--- config.mk ---
export PLATFORM = sky130hd
export DESIGN_NAME = pdm_stream_player_flat
export DESIGN_NICKNAME = d
export VERILOG_FILES = /design/src/rtl/pdm_stream_player_if.sv /design/src/rtl/pdm_stream_player.sv /design/src/flat_wrapper.sv
export SDC_FILE = /design/constraint.sdc
export NUM_CORES = 1
export LEC_CHECK = 0
export CAP_MARGIN = 20
export CORE_ASPECT_RATIO = 1.4
export CORE_MARGIN = 1.5
export CORE_UTILIZATION = 55
export CTS_CLUSTER_SIZE = 8
export DETAILED_ROUTE_END_ITERATION = 8
export GPL_ROUTABILITY_DRIVEN = 1
export GPL_TIMING_DRIVEN = 0
export PLACE_DENSITY = 0.85
export SETUP_SLACK_MARGIN = 0.4
export SLEW_MARGIN = 20
export SYNTH_ARGS = -nofsm -noshare
export SYNTH_HDL_FRONTEND = slang
export SYNTH_SLANG_ARGS = --single-unit
export TNS_END_PERCENT = 10
--- constraint.sdc ---
create_clock -name clk -period 3.35 [get_ports clk]
set_input_delay 0.5025 -clock clk [delete_from_list [all_inputs] [get_ports clk]]
set_output_delay 0.5025 -clock clk [all_outputs]
set_load 0.02 [all_outputs]
--- src/rtl/pdm_stream_player_if.sv ---
// ---------------------------------------------------------------------------
// pdm_stream_player_if
//   DelayBuffer Port B read channel used by pdm_stream_player.
//
//   read_address  ADDR_WIDTH  word address presented to the buffer
//   read_en       1           one-cycle read pulse
//   data_in       DATA_WIDTH  read data, valid READ_LATENCY cycles after
//                             the cycle in which read_en was high
//
//   master : the player (drives address/enable, receives data)
//   slave  : the memory  (receives address/enable, drives data)
// ---------------------------------------------------------------------------
interface pdm_stream_player_if #(
  parameter int ADDR_WIDTH = 16,
  parameter int DATA_WIDTH = 16
);
  logic [ADDR_WIDTH-1:0] read_address;
  logic                  read_en;
  logic [DATA_WIDTH-1:0] data_in;

  modport master (
    output read_address,
    output read_en,
    input  data_in
  );

  modport slave (
    input  read_address,
    input  read_en,
    output data_in
  );
endinterface

--- src/rtl/pdm_stream_player.sv ---
// ---------------------------------------------------------------------------
// pdm_stream_player
//   Streams signed samples out of the DelayBuffer through a programmable loop
//   window and turns them into a 1-bit PDM stream with a first-order
//   sigma-delta modulator. One sample is fetched and loaded every OSR clocks.
//   When stopped, the modulator keeps running on sample 0, so the output is
//   the alternating 0/1 idle pattern and never glitches.
//
// Ports
//   clk            PDM clock (one sample every OSR cycles)
//   rst_n          asynchronous active-low reset
//   enable         play request (level)
//   loop_start     first address of the loop window
//   loop_end       last address of the loop window (may be below loop_start,
//                  in which case the walk wraps through the top of memory)
//   atten          attenuation select, 0..3 -> 0/-6/-12/-18 dB
//   mem            DelayBuffer Port B (pdm_stream_player_if.master)
//   PDM_out        registered PDM bit
//   sample_strobe  one-cycle pulse aligned with a new sample in the modulator
//   playing        high while in PRIME or RUN
//
// Build option
//   ATTEN_EN  when defined, the modulator input is the stored sample
//             arithmetically shifted right by atten (applied live). When
//             undefined, atten is ignored and no shifter is built.
// ---------------------------------------------------------------------------
module pdm_stream_player #(
  parameter int DATA_WIDTH   = 16,
  parameter int ADDR_WIDTH   = 16,
  parameter int OSR          = 32,
  parameter int READ_LATENCY = 2
) (
  input  logic                  clk,
  input  logic                  rst_n,
  input  logic                  enable,
  input  logic [ADDR_WIDTH-1:0] loop_start,
  input  logic [ADDR_WIDTH-1:0] loop_end,
  input  logic [1:0]            atten,
  pdm_stream_player_if.master   mem,
  output logic                  PDM_out,
  output logic                  sample_strobe,
  output logic                  playing
);

  localparam int CNT_W = (OSR > 1) ? $clog2(OSR) : 1;
  localparam logic [CNT_W-1:0] CNT_LAST  = CNT_W'(OSR - 1);
  // Issuing the read here lands valid data on the last cycle of the period.
  localparam logic [CNT_W-1:0] CNT_FETCH = CNT_W'(OSR - 2 - READ_LATENCY);
  localparam logic [CNT_W-1:0] CNT_PRIME = CNT_W'(READ_LATENCY);

  typedef enum logic [1:0] {
    IDLE  = 2'd0,
    PRIME = 2'd1,
    RUN   = 2'd2
  } state_t;

  state_t                        state, state_nxt;
  logic [CNT_W-1:0]              cnt, cnt_nxt;
  logic [ADDR_WIDTH-1:0]         addr, addr_nxt;
  logic                          rd_en, rd_en_nxt;
  logic                          strobe, strobe_nxt;
  logic signed [DATA_WIDTH-1:0]  sample_p0, sample_nxt;
  logic signed [DATA_WIDTH-1:0]  mod_in;
  logic [DATA_WIDTH:0]           sum;
  logic [DATA_WIDTH-1:0]         acc_p1;
  logic                          pdm_p1;

  // Loop-window successor; a plain +1 wraps naturally at 2^ADDR_WIDTH.
  function automatic logic [ADDR_WIDTH-1:0] next_addr(
    input logic [ADDR_WIDTH-1:0] a,
    input logic [ADDR_WIDTH-1:0] ls,
    input logic [ADDR_WIDTH-1:0] le
  );
    return (a == le) ? ls : a + 1'b1;
  endfunction

  // Signed two's complement to offset binary: full-scale negative -> 0.
  function automatic logic [DATA_WIDTH-1:0] to_offset(
    input logic signed [DATA_WIDTH-1:0] s
  );
    return {~s[DATA_WIDTH-1], s[DATA_WIDTH-2:0]};
  endfunction

`ifdef ATTEN_EN
  function automatic logic signed [DATA_WIDTH-1:0] attenuate(
    input logic signed [DATA_WIDTH-1:0] s,
    input logic [1:0]                   sh
  );
    return s >>> sh;
  endfunction
`endif

  // Sequencer: next state, counter, read request and sample load.
  always_comb begin
    state_nxt  = state;
    cnt_nxt    = cnt;
    addr_nxt   = addr;
    rd_en_nxt  = 1'b0;
    strobe_nxt = 1'b0;
    sample_nxt = sample_p0;
    case (state)
      IDLE: begin
        cnt_nxt = '0;
        if (enable) begin
          addr_nxt  = loop_start;
          rd_en_nxt = 1'b1;
          state_nxt = PRIME;
        end
      end
      PRIME: begin
        // cnt counts cycles since the priming read; enable is not looked
        // at here, so a short request still plays one full period.
        if (cnt == CNT_PRIME) begin
          sample_nxt = $signed(mem.data_in);
          strobe_nxt = 1'b1;
          cnt_nxt    = '0;
          state_nxt  = RUN;
        end else begin
          cnt_nxt = cnt + 1'b1;
        end
      end
      RUN: begin
        cnt_nxt = (cnt == CNT_LAST) ? '0 : cnt + 1'b1;
        if (cnt == CNT_FETCH) begin
          addr_nxt  = next_addr(addr, loop_start, loop_end);
          rd_en_nxt = 1'b1;
        end
        if (cnt == CNT_LAST) begin
          if (enable) begin
            sample_nxt = $signed(mem.data_in);
            strobe_nxt = 1'b1;
          end else begin
            // Stop only on a period boundary; the prefetched word is dropped.
            sample_nxt = '0;
            state_nxt  = IDLE;
          end
        end
      end
      default: begin
        state_nxt = IDLE;
      end
    endcase
  end

  // Stage p0: control registers and the stored sample.
  always_ff @(posedge clk or negedge rst_n) begin
    if (!rst_n) begin
      state     <= IDLE;
      cnt       <= '0;
      addr      <= '0;
      rd_en     <= 1'b0;
      strobe    <= 1'b0;
      sample_p0 <= '0;
    end else begin
      state     <= state_nxt;
      cnt       <= cnt_nxt;
      addr      <= addr_nxt;
      rd_en     <= rd_en_nxt;
      strobe    <= strobe_nxt;
      sample_p0 <= sample_nxt;
    end
  end

`ifdef ATTEN_EN
  always_comb mod_in = attenuate(sample_p0, atten);
`else
  logic unused_atten;
  assign unused_atten = ^atten;
  always_comb mod_in = sample_p0;
`endif

  always_comb sum = {1'b0, acc_p1} + {1'b0, to_offset(mod_in)};

  // Stage p1: sigma-delta accumulator; the carry out is the PDM bit.
  always_ff @(posedge clk or negedge rst_n) begin
    if (!rst_n) begin
      acc_p1 <= '0;
      pdm_p1 <= 1'b0;
    end else begin
      acc_p1 <= sum[DATA_WIDTH-1:0];
      pdm_p1 <= sum[DATA_WIDTH];
    end
  end

  assign mem.read_address = addr;
  assign mem.read_en      = rd_en;
  assign PDM_out          = pdm_p1;
  assign sample_strobe    = strobe;
  assign playing          = (state != IDLE);

endmodule

--- src/flat_wrapper.sv ---
// flat-port wrapper written by rule: the top's interface ports become plain ports
module pdm_stream_player_flat 
#(
  parameter int DATA_WIDTH   = 16,
  parameter int ADDR_WIDTH   = 16,
  parameter int OSR          = 32,
  parameter int READ_LATENCY = 2
)
  (clk, rst_n, enable, loop_start, loop_end, atten, PDM_out, sample_strobe, playing, mem_read_address, mem_read_en, mem_data_in);
  pdm_stream_player_if #(.ADDR_WIDTH(ADDR_WIDTH), .DATA_WIDTH(DATA_WIDTH)) mem_i ();
  input  logic clk;
  input  logic rst_n;
  input  logic enable;
  input  logic [ADDR_WIDTH-1:0] loop_start;
  input  logic [ADDR_WIDTH-1:0] loop_end;
  input  logic [1:0] atten;
  output logic PDM_out;
  output logic sample_strobe;
  output logic playing;
  output wire logic [$bits(mem_i.read_address)-1:0] mem_read_address;
  output wire logic [$bits(mem_i.read_en)-1:0] mem_read_en;
  input wire logic [$bits(mem_i.data_in)-1:0] mem_data_in;
  assign mem_read_address = mem_i.read_address;
  assign mem_read_en = mem_i.read_en;
  assign mem_i.data_in = mem_data_in;
  pdm_stream_player #(.DATA_WIDTH(DATA_WIDTH), .ADDR_WIDTH(ADDR_WIDTH), .OSR(OSR), .READ_LATENCY(READ_LATENCY)) u_core (.clk(clk), .rst_n(rst_n), .enable(enable), .loop_start(loop_start), .loop_end(loop_end), .atten(atten), .mem(mem_i), .PDM_out(PDM_out), .sample_strobe(sample_strobe), .playing(playing));
endmodule
Yosys cells after proc, flatten, opt, wreduce, memory -nomap -nowiden
Index checks and enable logic that the tools add are counted.
- bits of input ports: 53
- word-level logic and storage cells: 53
- register bits after elaboration: 58
- output and inout port bits: 20
- reductions and logical operators: 8
- add/sub/neg operators: 3
- mux-type cells: 22
- bitwise gates (word level): 1
- eq/ne operators: 11
- operator list (operator ; number):
    16-bit 2-to-1 mux ; 6
    16-bit one-hot mux with 2 select lines ; 2
    16-bit by 16-bit adder with 17-bit output ; 1
    16-bit by 1-bit adder with 16-bit output, second input constant ; 1
    16-bit == test ; 1
    5-bit one-hot mux with 3 select lines ; 1
    5-bit == test, second input constant ; 2
    5-bit 2-to-1 mux ; 2
    2-bit 2-to-1 mux ; 4
    2-bit by 1-bit != test with 1-bit output, second input constant ; 3
    2-bit one-hot mux with 3 select lines ; 1
    3-bit AND reduction ; 2
    2-bit nonzero test ; 3
    5-bit by 1-bit adder with 5-bit output, second input constant ; 1
    5-bit by 2-bit == test with 1-bit output, second input constant ; 1
    1-bit 2-to-1 mux ; 4
    2-bit != test, second input constant ; 2
    1-bit one-hot mux with 2 select lines ; 2
    4-bit AND reduction ; 1
    3-bit nonzero test ; 1
    2-bit by 1-bit == test with 1-bit output, second input constant ; 1
    2-bit == test, second input constant ; 1
    2-bit zero test ; 1
    1-bit inverter ; 1

Longest topological paths before layout
Gate-level depths: netlist of the first run.
- word-level depth: 4
- gate-level depth with buffers: 10
- mapped depth without buffers: 9

Least setup slack after synthesis of the first run
Ideal clock, no wire load.
- kind: register to register
- from: reg u_core.sample_p0[0], in the netlist u_core.mod_in[0]
- to: reg u_core.acc_p1[14]
- arrival time: 2.034 ns
- stages on the path, launching flop included: 10
- period minus slack after synthesis: 2.103 ns
- path slack: 1.247 ns
- path buffers: 0
- library setup time: 0.069 ns
- required time: 3.281 ns
- path through: dfrtp_1 > ha_1 > inv_1 > fa_1 > nand2b_1 > a21oi_1 > o211ai_2 > a21oi_1 > mux2_2 > nand3_1
- word-level cells in the longest chain between the ends: 1
- RTL lines (item ; line ; RTL):
    start: declaration ; pdm_stream_player.sv:62 ; logic signed [DATA_WIDTH-1:0] sample_p0, sample_nxt;
    start signal: assignment ; pdm_stream_player.sv:160 ; sample_p0 <= sample_nxt;
    16-bit by 16-bit adder with 17-bit output ; pdm_stream_player.sv:172 ; always_comb sum = {1'b0, acc_p1} + {1'b0, to_offset(mod_in)};
    via u_core.sum[14] ; pdm_stream_player.sv:64 ; logic [DATA_WIDTH:0] sum;
    end signal: assignment ; pdm_stream_player.sv:180 ; acc_p1 <= sum[DATA_WIDTH-1:0];
    end: declaration ; pdm_stream_player.sv:65 ; logic [DATA_WIDTH-1:0] acc_p1;
The timed path passes the listed nets, and every way through them passes these cells.
A chain may end at the register's enable or synchronous reset.

Worst setup path in the final report of the first run
Ends and elaborated chain as after synthesis.

==> results of run 1 <==
[synthesized netlist by cell type, types with 2 or more instances]
master / count / area share, %
nor2b_1: 5 / 0.85
clkbuf_1: 6 / 0.62
and2_1: 3 / 0.51
a31oi_1: 2 / 0.34
a311oi_1: 2 / 0.48
a22o_1: 2 / 0.48
a21o_1: 4 / 0.82
nand2_1: 69 / 7.1
buf_6: 3 / 0.92
nand4_1: 3 / 0.51
o21ai_0: 13 / 1.8
a21oi_1: 40 / 5.5
nor4_4: 2 / 1.2
xor2_1: 19 / 4.5
o22ai_1: 3 / 0.51
nand2b_1: 10 / 1.7
xnor2_1: 8 / 1.9
dfrtp_1: 58 / 40
ha_1: 25 / 8.5
buf_4: 2 / 0.41
mux2_2: 3 / 0.92
inv_1: 13 / 1.3
nor2_1: 15 / 1.5
mux2i_1: 2 / 0.55
nor4_2: 2 / 0.68
a211oi_1: 2 / 0.41
or2_2: 2 / 0.34
nor3_1: 2 / 0.27
buf_2: 3 / 0.41
and3_1: 8 / 1.4
nand3_1: 18 / 2.5
o211ai_1: 2 / 0.41
and4_1: 2 / 0.48
o21ai_1: 31 / 4.2
[path summary, 6_finish.rpt]
check / start / depth (start not counted) / to / slack (ps)
min in group clk: u_core.acc_p1[0] / 1 / u_core.acc_p1[0] / 490
worst max-delay path: u_core.mod_in[0] / 9 / u_core.acc_p1[14] / 880
worst min register to register: u_core.acc_p1[0] / 1 / u_core.acc_p1[0] / 490
worst max register to register: u_core.mod_in[0] / 9 / u_core.acc_p1[14] / 880
max in group asynchronous: rst_n / 2 / u_core.mod_in[4] / 2960
worst min-delay path: rst_n / 2 / u_core.mem.read_address[11] / 140
[final cells by class]
type	count	share of cell area (%)
plain buffers	14	1.851
clock buffers	12	3.112
clock inverters	3	0.8584
inverters	13	1.046
multi-input cells	318	44.47
flip-flops and latches	58	31.12
well taps	74	1.985
repair buffers	71	15.56
[worst max-delay path: stages (launching register included)]
cell	delay (ps)
dfrtp_1	340
ha_1	200
inv_1	70
fa_1	400
nand2b_1	180
a21oi_1	250
o211ai_2	150
a21oi_1	360
mux2_2	380
nand3_1	70
[routing by layer]
layer	global-route usage, %	share of wire, %	vias up
li1	-	-	1598
met3	5.268	4.5	21
met5	0	0	-
met1	27.80	39	1536
met2	46.01	54	98
met4	13.06	2.5	0
[placed cells by master, fill, tap and decap left out, types with 3 or more instances in the layout]
cell | netlist | final
inv_1 | 13 | 13
nand4_1 | 3 | 3
o21ai_1 | 31 | 31
a21oi_1 | 40 | 40
xnor2_1 | 8 | 8
a21o_1 | 4 | 4
mux2_2 | 3 | 3
o21ai_0 | 13 | 13
nor2_1 | 15 | 15
nand3_1 | 18 | 18
xor2_1 | 19 | 19
buf_4 | 2 | 3
nand2_1 | 69 | 69
and3_1 | 8 | 8
buf_2 | 3 | 3
dfrtp_1 | 58 | 58
ha_1 | 25 | 25
nand2b_1 | 10 | 10
o22ai_1 | 3 | 3
nor2b_1 | 5 | 5
buf_6 | 3 | 3
and2_1 | 3 | 3
clkbuf_8 | 0 | 10
clkbuf_1 | 6 | 8
clkdlybuf4s50_1 | 0 | 69
[state kept, by name (all words and copies together) (netlist names)]
name	flops
u_core.mod_in	16
u_core.PDM_out	1
u_core.mem.read_en	1
u_core.state	2
u_core.sample_strobe	1
u_core.acc_p1	16
u_core.mem.read_address	16
u_core.cnt	5
[cell families after synthesis]
logic type | Yosys count | synth area share [%]
flops | 58 | 39.64
simple gates | 146 | 20.54
mux | 5 | 1.470
compound gates | 114 | 19.10
xor+xnor | 27 | 6.459
fa+ha+maj | 26 | 9.091
buf+inv | 27 | 3.691
[metrics by stage]
stage / hold WS, ps / utilization (%) / TNS, ps
2_1_floorplan: 206.9 / - / 0
3_3_place_gp: 466.7 / 68.26 / -3164
3_5_place_dp: 477.8 / 68.65 / 0
4_1_cts: 146.2 / 71.49 / 0
5_1_grt: 164.0 / 71.49 / 0
6_report: 135.4 / 71.49 / 0
[power by group through the flow]
| stage | Clock (uW) | Combinational (uW) | Sequential (uW) |
|---|---|---|---|
| 3_3_place_gp | 0 | 2950 | 1320 |
| 6_report | 634 | 3090 | 1340 |
| 4_1_cts | 641 | 3090 | 1330 |
| 5_1_grt | 670 | 3430 | 1370 |
| 3_5_place_dp | 0 | 3060 | 1340 |
| 2_1_floorplan | 0 | 2150 | 1390 |
==> qor.yml, run 1 <==
layout-drive-gt1-share_pct: 8.589
io_pins: 73
worst_slack_ps: 875.9
run_status: "complete, no violations"
pre_cts_slack_ps: 919.7
net-switching-power_uw: 2327
synth-seq-cells: 58
async_flop_share_pct: 100.0
initial_core_util_pct: 56.11
grt_max_degree: 59
overflow: 0
p_clk_share_pct: 12.5
cts_root_buffer: "clkbuf_8"
seq_power_share_pct: 26.4
fin_worst_skew_ps: 9.996
die_width_um: 71.96
grtUsageTotal_pct: 25.57
core-area_um2: 6525
post_drt_via_cell_ratio: 5.778
dp.cells: 548
insertion_delay_ps: 340
max_freq_ghz: 0.4042
die_h_um: 99.54
grt_antenna_before_repair: 0
grt_pass1_wl_mm: 14.27
synth_nets: 482
p_leak_uw: 0.002050
worst_pin_slew_ps: 505.0
cts.sinks: 58
cp.required_ps: 3630
swShare_pct: 45.96
seqCellArea_um2: 1451
nNetsFinal: 564
antenna_cells: 0
intPower_uw: 2736
post-dp-hpwl_mm: 6.591
hp-class: "input pin to asynchronous set/reset pin"
vias: 3253
grt_pass1_vias: 3213
critPathKind: "flip-flop to flip-flop"
wl_per_cell_um: 15.60
arrival_ps: 2750
clk_pin_slew_ps: 70
place_area_um2: 4479
wl_mm: 8.781
grt_setup_unrepaired: "no"
multiInputGateArea_um2: 2074
cts_buffer_depth: 2
finalPower_uw: 5064
dieArea_um2: 7162
drt_pass1_iterations: 4
yosysWarnings: 0
cts_max_level: 3
avgSynthCellArea_um2: 9.084
relSlewSlack_pct: 66.33
powerDensity_nw_per_um2: 1086
drc_errors: 0
worstSetupStartpointType: "flip-flop"
fin_cells: 563
peakVddDrop_mv: 0.5907
synth_edf_count: 0
setup_violations: 0
tritoncts.num_buffers: 9
cts_hold_buf: 0
area_growth_syn_to_layout_pct: 27.41
dr.first_iter.drc_count: 128
postCtsSetupBuffers: 0
num-fill-cells: 499
cts_tree: "done"
globalplace.congestion: 0.8648
synth_ff_type: "dfrtp_1"
syn_area_um2: 3661
maxCapViolCount: 0
comb_power_share_pct: 61.1
rows: 35
postLayoutCellArea_um2: 4664
ant_nets: 0
drv_slew: 0
cp_max_fo: 3
crit_path_end_kind: "flip-flop"
period_share_pct: 73.85
cts_resized: 0
yosysSeqAreaShare_pct: 39.64
synthCells: 403
io_buffers: 70
hold_viol: 0
ys_types: 53
period_minus_slack_ps: 2474
Note: power is estimated with default switching activity, not from simulation.
==> run 2, diff against run 1 <==
--- a/config.mk
+++ b/config.mk
@@ -8,12 +8,12 @@
 export CAP_MARGIN = 20
 export CORE_ASPECT_RATIO = 1.4
 export CORE_MARGIN = 1.5
-export CORE_UTILIZATION = 55
+export CORE_UTILIZATION = 47
 export CTS_CLUSTER_SIZE = 8
 export DETAILED_ROUTE_END_ITERATION = 8
 export GPL_ROUTABILITY_DRIVEN = 1
 export GPL_TIMING_DRIVEN = 0
-export PLACE_DENSITY = 0.85
+export PLACE_DENSITY = 0.78
 export SETUP_SLACK_MARGIN = 0.4
 export SLEW_MARGIN = 20
 export SYNTH_ARGS = -nofsm -noshare
==> constraint.sdc (replaced) <==
create_clock -name clk -period 2.1 [get_ports clk]
set_input_delay 0.315 -clock clk [delete_from_list [all_inputs] [get_ports clk]]
set_output_delay 0.315 -clock clk [all_outputs]
set_load 0.02 [all_outputs]
==> qor.yml, run 2 (same netlist as run 1, synthesis figures left out) <==
run_status: "complete, no violations"  # unchanged
period_share_pct: 95.77  # was 73.85%
final_common_cell: "clkdlybuf4s50_1"
die_width_um: 77.59  # was 71.96 um
endpoint: "u_core.PDM_out"  # was u_core.acc_p1[14]
globalplace.congestion: 0.8583  # was 0.8648
cp-startpoint: "u_core.mod_in[9]"  # was u_core.mod_in[0]
whs_ps: 491.5  # was 135.4 ps
period_minus_slack_ps: 2011  # was 2474 ps
crit_path_end_kind: "flip-flop"  # unchanged
initial_core_util_pct: 49.12  # was 56.11%
worst_pin_slew_ps: 481.0  # was 505.0 ps
place_area_um2: 4548  # was 4479 um2
hold_viol: 0  # unchanged
peakVddDrop_mv: 0.9567  # was 0.5907 mV
antenna_cells: 0  # unchanged
reg2reg_depth: 6  # was 9
core-area_um2: 7453  # was 6525 um2
r2r_start: "u_core.mod_in[9]"  # was u_core.mod_in[0]
cp.required_ps: 2340  # was 3630 ps
drv_slew: 0  # unchanged
cts_root_buffer: "clkbuf_8"  # unchanged
cp_max_fo: 5  # was 3
maxCapViolCount: 0  # unchanged
cts_buffer_depth: 2  # unchanged
overflow: 0  # unchanged
dr.first_iter.drc_count: 285  # was 128
max_freq_ghz: 0.4972  # was 0.4042 GHz
die_h_um: 107.4  # was 99.54 um
worstSetupStartpointType: "flip-flop"  # unchanged
grtUsageTotal_pct: 25.29  # was 25.57%
relSlewSlack_pct: 67.76  # was 66.33%
cp_slowest_cell: "dfrtp_1"  # was fa_1
tritoncts.num_buffers: 9  # unchanged
max_stage_delay_ps: 390  # was 400 ps
grt_pass1_vias: 3555  # was 3213
hp-class: "flip-flop to flip-flop"  # was input pin to asynchronous set/reset pin
vias: 3582  # was 3253
grt_max_degree: 59  # unchanged
arrival_ps: 2250  # was 2750 ps
rrSetupSlack_ps: 90  # was 880 ps
grt_antenna_before_repair: 0  # unchanged
grt_setup_unrepaired: "yes"  # was no
drc_errors: 0  # unchanged
postLayoutCellArea_um2: 5344  # was 4664 um2
fin_cells: 617  # was 563
ant_nets: 0  # unchanged
nNetsFinal: 594  # was 564
drt_pass1_iterations: 5  # was 4
layout-drive-gt1-share_pct: 23.27  # was 8.589%
io_buffers: 70  # unchanged
cts_tree: "done"  # unchanged
grt_pass1_wl_mm: 16.68  # was 14.27 mm
dp.cells: 571  # was 548
cts.sinks: 58  # unchanged
wl_mm: 10.83  # was 8.781 mm
io_pins: 73  # unchanged
post-dp-hpwl_mm: 6.764  # was 6.591 mm
setup_violations: 0  # unchanged
powerDensity_nw_per_um2: 1835  # was 1086 nW/um2
area_growth_syn_to_layout_pct: 45.97  # was 27.41%
post_drt_via_cell_ratio: 5.806  # was 5.778
insertion_delay_ps: 340  # about the same
rr_endpoint: "u_core.PDM_out"  # was u_core.acc_p1[14]
rows: 37  # was 35
critPathKind: "flip-flop to flip-flop"  # unchanged
wl_per_cell_um: 17.55  # was 15.60 um
p_leak_uw: 0.002285  # was 0.002050 uW
dieArea_um2: 8335  # was 7162 um2
layout_common_cells: "68 x clkdlybuf4s50_1, 64 x nand2_1, 54 x dfrtp_1"  # was 69 x nand2_1, 69 x clkdlybuf4s50_1, 58 x dfrtp_1
clk_pin_slew_ps: 70  # about the same
cts_max_level: 3  # unchanged
crit_chain: "ha_1 > or2_2 > a31oi_2 > a21oi_4 > a311o_1 > a21o_1"  # was ha_1 > inv_1 > fa_1 > nand2b_1 > a21oi_1 > o211ai_2 > a21oi_1 > mux2_2 > nand3_1
fin_worst_skew_ps: 3.518  # was 9.996 ps
## run 2: changes by cell type in the layout (fill, tap and decap cells not counted), sizes merged
cell,delta
clkbuf,-3
dlygate4sd2,+1
clkinvlp,+1
bufinv,+1
buf,+30
dlygate4sd3,+1
clkdlybuf4s50,-1
a41oi,+1
## run 2: layout make-up
cell class	instances	area, um2
flip-flops and latches	58	1456
clock buffers	11	141.4
fillers	530	2110
well taps	97	121.4
clock inverters	5	77.57
plain buffers	14	157.7
inverters	13	48.80
multi-input cells	319	2375
repair buffers	100	965.9
## run 2: metrics by stage
stage                     util (%)  TNS, ps  setup slack [ps]  total power [uW]
after floorplan                  -        0             161.8              5779
after global routing         71.70        0             33.54             10440
final                        71.70        0             88.92              9806
after CTS                    67.80        0             50.92              8892
after detailed placement     61.02    -1798            -155.7              7185
after global placement       60.68   -66170             -1126              6979
## run 2: worst min-delay path by stage
stage,startpoint,endpoint,slack (ps),cells past startpoint
4_1_cts,mem_data_in[2],u_core.mod_in[2],500,3
3_3_place_gp,u_core.mod_in[11],u_core.mod_in[11],470,2
6_report,u_core.mod_in[4],u_core.mod_in[4],490,2
3_5_place_dp,rst_n,u_core.PDM_out,330,2
5_1_grt,mem_data_in[9],u_core.mod_in[9],510,3
2_1_floorplan,rst_n,u_core.PDM_out,20,0
## run 2: metal layers
metal / track usage (%) / vias to the layer above / wire (um)
met5: 0 / - / 0
met4: 12.99 / 0 / 414
met3: 5.085 / 40 / 575
met2: 43.79 / 151 / 5635
met1: 29.27 / 1745 / 4204
li1: - / 1646 / -
## run 2: power by group
| group | switching (uW) | internal (uW) | total (uW) | leakage (uW) |
|---|---|---|---|---|
| sequential | 470 | 1700 | 2170 | 0.000692 |
| clock | 467 | 696 | 1160 | 0.000109 |
| combinational | 3520 | 2960 | 6480 | 0.00148 |
## run 2: critical path, delay by kind of cell, from the launching register on
family	cells	cell delay, ps
AO/OA/AOI/OAI	4	860
flip-flops	1	390
adder cells (fa/ha/maj)	1	340
AND/OR/NAND/NOR	1	330
## run 2: repair_timing
action | in CTS | in global routing
resized for setup | 35 | 52
buffers inserted | 14 | 9
pin swaps | 17 | 9
hold buffers | 1 | 0
endpoints found under the hold margin | 58 | 0
endpoints found under the setup margin | 61 | 64
gates cloned | 4 | 2
